## src/rtl/pipelined_adder_pkg.sv

```systemverilog
`default_nettype none
// ---------------------------------------------------------------------------
// pipelined_adder_pkg -- default geometry and add/sub mode encoding. Rev 1.0
// ---------------------------------------------------------------------------
package pipelined_adder_pkg;

  localparam int   DEFAULT_WIDTH  = 8;
  localparam int   DEFAULT_STAGES = 4;

  localparam logic MODE_ADD = 1'b0;
  localparam logic MODE_SUB = 1'b1;

endpackage
`default_nettype wire

```

## src/rtl/adder_segment.sv

```systemverilog
`default_nettype none
// ---------------------------------------------------------------------------
// adder_segment -- SEG-bit combinational ripple-carry slice of FullAdder cells. Rev 1.0
// ---------------------------------------------------------------------------
module adder_segment #(
  parameter int SEG = 2
) (
  input  logic [SEG-1:0] a_i,
  input  logic [SEG-1:0] b_i,
  input  logic           cin_i,
  output logic [SEG-1:0] sum_o,
  output logic           cout_o,
  output logic           cmsb_o
);

  logic [SEG:0] carry;

  assign carry[0] = cin_i;

  for (genvar i = 0; i < SEG; i++) begin : g_bit
    FullAdder u_fa (
      .a_i    (a_i[i]),
      .b_i    (b_i[i]),
      .cin_i  (carry[i]),
      .sum_o  (sum_o[i]),
      .cout_o (carry[i+1])
    );
  end

  // Carry into the top bit feeds the signed-overflow detect of the last slice.
  assign cout_o = carry[SEG];
  assign cmsb_o = carry[SEG-1];

endmodule
`default_nettype wire

```

## src/rtl/full_adder.sv

```systemverilog
`default_nettype none
// ---------------------------------------------------------------------------
// FullAdder -- single-bit full adder cell. Rev 1.0
// ---------------------------------------------------------------------------
module FullAdder (
  input  logic a_i,
  input  logic b_i,
  input  logic cin_i,
  output logic sum_o,
  output logic cout_o
);

  assign sum_o  = a_i ^ b_i ^ cin_i;
  assign cout_o = (a_i & b_i) | (cin_i & (a_i ^ b_i));

endmodule
`default_nettype wire

```

## src/rtl/pipelined_adder.sv

```systemverilog
`default_nettype none
// ---------------------------------------------------------------------------
// pipelined_adder -- STAGES-deep carry-segmented add/sub with valid/ready flow control. Rev 1.0
// ---------------------------------------------------------------------------
module pipelined_adder
  import pipelined_adder_pkg::*;
#(
  parameter int WIDTH  = DEFAULT_WIDTH,
  parameter int STAGES = DEFAULT_STAGES
) (
  input  logic             clk,
  input  logic             reset,
  input  logic             in_valid,
  output logic             in_ready,
  input  logic [WIDTH-1:0] a,
  input  logic [WIDTH-1:0] b,
  input  logic             cin,
  input  logic             sub,
  output logic             out_valid,
  input  logic             out_ready,
  output logic [WIDTH-1:0] sum,
  output logic             cout,
  output logic             overflow
);

  localparam int SEG = WIDTH / STAGES;

  // Operands are kept right-aligned: each stage consumes the low SEG bits and
  // shifts the remainder down; finished sum bits are shifted in from the top.
  logic [WIDTH-1:0]  a_q   [STAGES];
  logic [WIDTH-1:0]  b_q   [STAGES];
  logic [WIDTH-1:0]  sum_q [STAGES];
  logic [WIDTH-1:0]  a_d   [STAGES];
  logic [WIDTH-1:0]  b_d   [STAGES];
  logic [WIDTH-1:0]  sum_d [STAGES];
  logic [STAGES-1:0] valid_q, valid_d;
  logic [STAGES-1:0] carry_q, carry_d;
  logic [STAGES-1:0] ovf_q, ovf_d;
  logic [STAGES-1:0] adv;

  always_comb begin
    adv             = '0;
    adv[STAGES-1]   = !valid_q[STAGES-1] || out_ready;
    for (int k = STAGES - 2; k >= 0; k--) begin
      adv[k] = !valid_q[k] || adv[k+1];
    end
  end

  for (genvar k = 0; k < STAGES; k++) begin : g_stage
    logic [WIDTH-1:0] op_a, op_b, acc;
    logic             c_in, v_in;
    logic [SEG-1:0]   seg_sum;
    logic             seg_cout, seg_cmsb;

    if (k == 0) begin : g_head
      assign op_a = a;
      assign op_b = (sub == MODE_SUB) ? ~b : b;
      assign c_in = (sub == MODE_SUB) ? 1'b1 : cin;
      assign acc  = '0;
      assign v_in = in_valid;
    end else begin : g_body
      assign op_a = a_q[k-1];
      assign op_b = b_q[k-1];
      assign c_in = carry_q[k-1];
      assign acc  = sum_q[k-1];
      assign v_in = valid_q[k-1];
    end

    adder_segment #(.SEG(SEG)) u_seg (
      .a_i    (op_a[SEG-1:0]),
      .b_i    (op_b[SEG-1:0]),
      .cin_i  (c_in),
      .sum_o  (seg_sum),
      .cout_o (seg_cout),
      .cmsb_o (seg_cmsb)
    );

    assign a_d[k]     = op_a >> SEG;
    assign b_d[k]     = op_b >> SEG;
    assign sum_d[k]   = (acc >> SEG) | (WIDTH'(seg_sum) << (WIDTH - SEG));
    assign carry_d[k] = seg_cout;
    assign ovf_d[k]   = seg_cout ^ seg_cmsb;
    assign valid_d[k] = v_in;
  end

  always_ff @(posedge clk) begin
    if (reset) begin
      valid_q <= '0;
      carry_q <= '0;
      ovf_q   <= '0;
      for (int k = 0; k < STAGES; k++) begin
        a_q[k]   <= '0;
        b_q[k]   <= '0;
        sum_q[k] <= '0;
      end
    end else begin
      for (int k = 0; k < STAGES; k++) begin
        if (adv[k]) begin
          valid_q[k] <= valid_d[k];
          // Payload only moves with a real beat, so a held output stays stable.
          if (valid_d[k]) begin
            a_q[k]     <= a_d[k];
            b_q[k]     <= b_d[k];
            sum_q[k]   <= sum_d[k];
            carry_q[k] <= carry_d[k];
            ovf_q[k]   <= ovf_d[k];
          end
        end
      end
    end
  end

  assign in_ready  = adv[0] && !reset;
  assign out_valid = valid_q[STAGES-1];
  assign sum       = sum_q[STAGES-1];
  assign cout      = carry_q[STAGES-1];
  assign overflow  = ovf_q[STAGES-1];

endmodule
`default_nettype wire

```

## config.mk

```make
export PLATFORM = sky130hd
export DESIGN_NAME = pipelined_adder
export DESIGN_NICKNAME = d
export VERILOG_FILES = /design/src/rtl/pipelined_adder_pkg.sv /design/src/rtl/adder_segment.sv /design/src/rtl/full_adder.sv /design/src/rtl/pipelined_adder.sv
export SDC_FILE = /design/constraint.sdc
export NUM_CORES = 1
export LEC_CHECK = 0
export ABC_AREA = 1
export CORE_ASPECT_RATIO = 0.5
export CORE_UTILIZATION = 55
export CTS_CLUSTER_DIAMETER = 200
export DETAILED_ROUTE_END_ITERATION = 6
export GPL_ROUTABILITY_DRIVEN = 1
export PLACE_DENSITY = 0.81
export REMOVE_ABC_BUFFERS = 1
export SYNTH_ARGS = -nofsm -noshare
export SYNTH_HDL_FRONTEND = slang
export SYNTH_SLANG_ARGS = --single-unit
```

## constraint.sdc

```tcl
create_clock -name clk -period 4.2 [get_ports clk]
set_input_delay 0.63 -clock clk [delete_from_list [all_inputs] [get_ports clk]]
set_output_delay 0.63 -clock clk [all_outputs]
set_load 0.02 [all_outputs]
```

# Word-level counts from Yosys, hierarchy flattened
# Memories as Yosys holds them, arrays and structs flattened.
# Cells that the tools add are included.
# Widths: inputs -> output; s select.
# totals
regBits	9
latchBits	0
ramBits	80
rom_bits	0
input_bits	22
out_inout_bits	12
word_cells	115
memories	3
# memory_table
memory	depth	word_bits	rd	rd_ports_with_merged_regs	wr	line	text
sum_q	4	8	4	0	4	pipelined_adder.sv:32	logic [WIDTH-1:0] sum_q [STAGES];
a_q	4	6	3	0	4	pipelined_adder.sv:30	logic [WIDTH-1:0] a_q [STAGES];
b_q	4	6	3	0	4	pipelined_adder.sv:31	logic [WIDTH-1:0] b_q [STAGES];
# op_classes
addsub	0
mul	0
div_mod_pow	0
n_lt_le_gt_ge	0
n_eq_ne	0
shifts	0
mux	32
bitwise	57
n_reduce_logical	14
# op_table
op	count
$mux 6	8
$mux 8	5
$or 6x8->8	3
$or 1x1->1	20
$mux 1	19
$xor 1x1->1	17
$and 1x1->1	16
$not 8->8	1
$reduce_and 2->1	4
$logic_not 1->1	5
$logic_or 1x1->1	4
$logic_and 1x1->1	1

# Longest topological paths before layout
# logic_depth
ltp_word	9
mapped_depth	7
mapped_depth_nobuf	6

# Modules after synthesis
# Synthesis repeated with hierarchy kept, for this count alone.
# hier_totals
cells_unflattened	198
area_unflattened_um2	2326.0
# modules_own_cells
module	instances	cells_each	area_each_um2	seq_area_each_um2
pipelined_adder	1	190	2165.8	1501.4
FullAdder	8	1	20.0	0.0

# Worst setup path before layout
# OpenSTA, ideal clock, no wires.
# synth_path
kind	input -> register
startpoint	input sub
endpoint	memory sum_q[0][7] (netlist name), data pin
setup_ps	251
arrival_time_ps	1885
required_time_ps	3949
setup_slack_ps	2064
cell_stages	7
path_buffers	1
path_cell_list	buf_2 > xnor2_1 > fa_1 > inv_1 > fa_1 > inv_1 > nor2_1
# synth_lines
item	line	text
start, declared	pipelined_adder.sv:18	input logic sub,
end, declared	pipelined_adder.sv:32	

# Worst setup path in the final report
# layout_path
startpoint	input out_ready
endpoint	output in_ready
# layout_via
elab_chain_cells	5
# layout_lines
item	line	text
start, declared	pipelined_adder.sv:20	input logic out_ready,
$logic_or 1x1->1	pipelined_adder.sv:43	adv[STAGES-1] = !valid_q[STAGES-1] || out_ready;
$logic_or 1x1->1 (3 in a row)	pipelined_adder.sv:45	adv[k] = !valid_q[k] || adv[k+1];
$logic_and 1x1->1	pipelined_adder.sv:113	assign in_ready = adv[0] && !reset;
end, declared	pipelined_adder.sv:14	output logic in_ready,
# No other way between the ends.

==> flow_summary.json <==
{
  "synth_ff_type": "edfxtp_1",
  "diodes": 0,
  "clk_latency_ns": 0.31,
  "slowest_stage": "clkdlybuf4s50_1",
  "max_stage_delay_ns": 0.54,
  "tightest_slew_ns": 0.533,
  "min_period_ns": 2.71,
  "multi_input_area_um2": 586,
  "pwr_density_cell_nw_per_um2": 391,
  "status": "complete, no violations",
  "synth_warnings": 0,
  "fp.dieW_um": 93.8,
  "fill_cells": 289,
  "avgSynthCellArea_um2": 11.2,
  "cts_hold_buffers": 0,
  "cts_max_path_buffers": 2,
  "critPathKind": "input port to primary output",
  "ctsResizeCount": 0,
  "fin_setup_tns_ns": 0,
  "synth_edf_count": 44,
  "post_cts_buffers": 0,
  "vias": 1311,
  "grt_pass1_wl_um": 4890,
  "p_leak_nw": 1.12,
  "synth.most_common_cell": "inv_1",
  "slew_headroom_pct": 64.4,
  "drtIter0Drc": 37,
  "gr-total-overflow": 0,
  "crit_path_start_kind": "input port",
  "dr.pass1.iters": 4,
  "hold_viol_final": 0,
  "area_delta_synth_final_pct": 21.5,
  "fin_cells": 297,
  "cts_made_buffers": 5,
  "synth_area_leader_cell": "edfxtp_1",
  "dpl.hpwl_um": 2200,
  "hold_class": "flop to flop",
  "synth_common_cells": "inv_1 (52), nor2_1 (49), edfxtp_1 (44)",
  "antenna_found_initial": 0,
  "ys_types": 21,
  "drv_cap": 0,
  "place_inst": 289,
  "synth_top_area_share_pct": 57.0,
  "wl_per_cell_um": 10.1,
  "wl_um": 2990,
  "core-area_um2": 3960,
  "peakVddDrop_mv": 0.197,
  "cts_tree": "yes",
  "path_clk_slew_ns": 0.08,
  "grt_max_degree": 17,
  "port_buffers": 33,
  "grt_pass1_vias": 1129,
  "seqCellArea_um2": 1500,
  "rsz0062_at_grt": "no",
  "grt_usage_pct": 15.2,
  "ys_seq_elements": 53,
  "start_util_pct": 58.5,
  "nets": 272,
  "critical_path_required_ns": 3.57,
  "post-route-period-util_pct": 64.6,
  "arrival_ns": 2.08,
  "max_freq_mhz": 368,
  "cts-htree-levels": 2,
  "seq_area_frac_synth_pct": 64.7,
  "skew_ns": 0.00877,
  "setup_violations": 0,
  "cts-root-buf": "clkbuf_8",
  "drive_gt1_share_pct": 5.76,
  "syn_inst": 207,
  "drv_slew": 0,
  "die-area_um2": 4500,
  "synthArstFlopShare_pct": 0,
  "die_h_um": 47.9,
  "endpoint_kind": "primary output",
  "crit_top_cell": "clkdlybuf4s50_1",
  "std_cell_rows": 16,
  "antenna_left": 0,
  "viasPerCell": 4.41,
  "power_w": 0.00110,
  "cts.sinks": 53,
  "syn-cell-area_um2": 2320,
  "final_core_util_pct": 71.1,
  "synthTopCellsByArea": "edfxtp_1 (57%), inv_1 (8.4%), nor2_1 (7.9%)",
  "critPathMaxFanout": 5,
  "crit_chain": "clkdlybuf4s50_1 -> nor2_4 -> nand4_2 -> inv_1 -> nor2_1 -> clkdlybuf4s50_1",
  "gp_congestion": 0.744,
  "drc": 0,
  "io_pins": 34
}
-- power by group --
| part | internal [W] | switching, W | total (W) | leakage, nW |
|---|---|---|---|---|
| Sequential | 0.000599 | 0.00000808 | 0.000608 | 0.546 |
| Clock | 0.000237 | 0.000159 | 0.000395 | 0.0681 |
| Combinational | 0.0000455 | 0.0000533 | 0.0000988 | 0.505 |
| Total | 0.000881 | 0.000220 | 0.00110 | 1.12 |
-- logic make-up after synthesis --
group / after synthesis / synth area share, %
simple gates: 72 / 13.4
buf+inv: 58 / 10.0
flops: 53 / 64.7
xor+xnor: 9 / 3.40
fa+ha+maj: 8 / 6.90
compound gates: 7 / 1.51
-- registers in the layout, indices dropped and copies added (netlist names) --
| register | count |
|---|---|
| b_q | 12 |
| a_q | 12 |
| valid_q | 4 |
| carry_q | 4 |
| ovf_q | 1 |
| sum_q | 20 |
-- per-stage QoR --
stage	area [um2]	setup slack [ns]	hold WS [ns]
CTS	2820	1.47	0.477
global route	2820	1.39	0.515
floorplan	2290	2.26	0.443
global placement	2680	1.48	0.455
detailed placement	2680	1.42	0.466
finish	2820	1.49	0.476
-- cell type report --
type	instances	share of cell area (%)
Clock inverter	3	2.31
Clock buffer	5	2.44
Sequential cell	53	53.3
Multi-Input combinational cell	96	20.8
Inverter	53	7.06
Timing Repair Buffer	33	11.7
Tap cell	54	2.40
-- worst paths after layout --
check / from / to / slack (ns) / cells past startpoint
max: out_ready / in_ready / 1.49 / 6
min: ovf_q[3]$_SDFFE_PP0P_ / ovf_q[3]$_SDFFE_PP0P_ / 0.48 / 2
max reg2reg: a_q[0][12]$_SDFFCE_PN0P_ / ovf_q[3]$_SDFFE_PP0P_ / 2.36 / 6
min reg2reg: ovf_q[3]$_SDFFE_PP0P_ / ovf_q[3]$_SDFFE_PP0P_ / 0.48 / 2
-- critical path, delay by kind of cell --
kind	cells	cell delay [ns]
buffers and inverters	3	1.07
and+or+nand+nor	3	0.38
-- cell usage in the layout (no fill, tap or decap) --
cell              n
a21oi_1           4
bufinv_16         2
clkbuf_8          5
clkdlybuf4s50_1  33
clkinv_2          1
dfxtp_1           9
edfxtp_1         44
fa_1              8
inv_1            52
inv_2             1
nand2_1          11
nand2_2           1
nand3_1           6
nand3_2           2
nand4_1           1
nand4_2           1
nor2_1           49
nor2_4            1
o21ai_0           2
o21ai_1           1
xnor2_1           7
xor2_1            2
-- routing by layer --
layer  share of wire [%]  track usage [%]  up-vias
met1                  44             18.6      578
li1                    -                -      697
met4                0.80             4.00        0
met3                 5.4             5.71        2
met2                  50             26.6       34
met5                   0                0        -
Note: power is estimated with default switching activity, not from simulation.
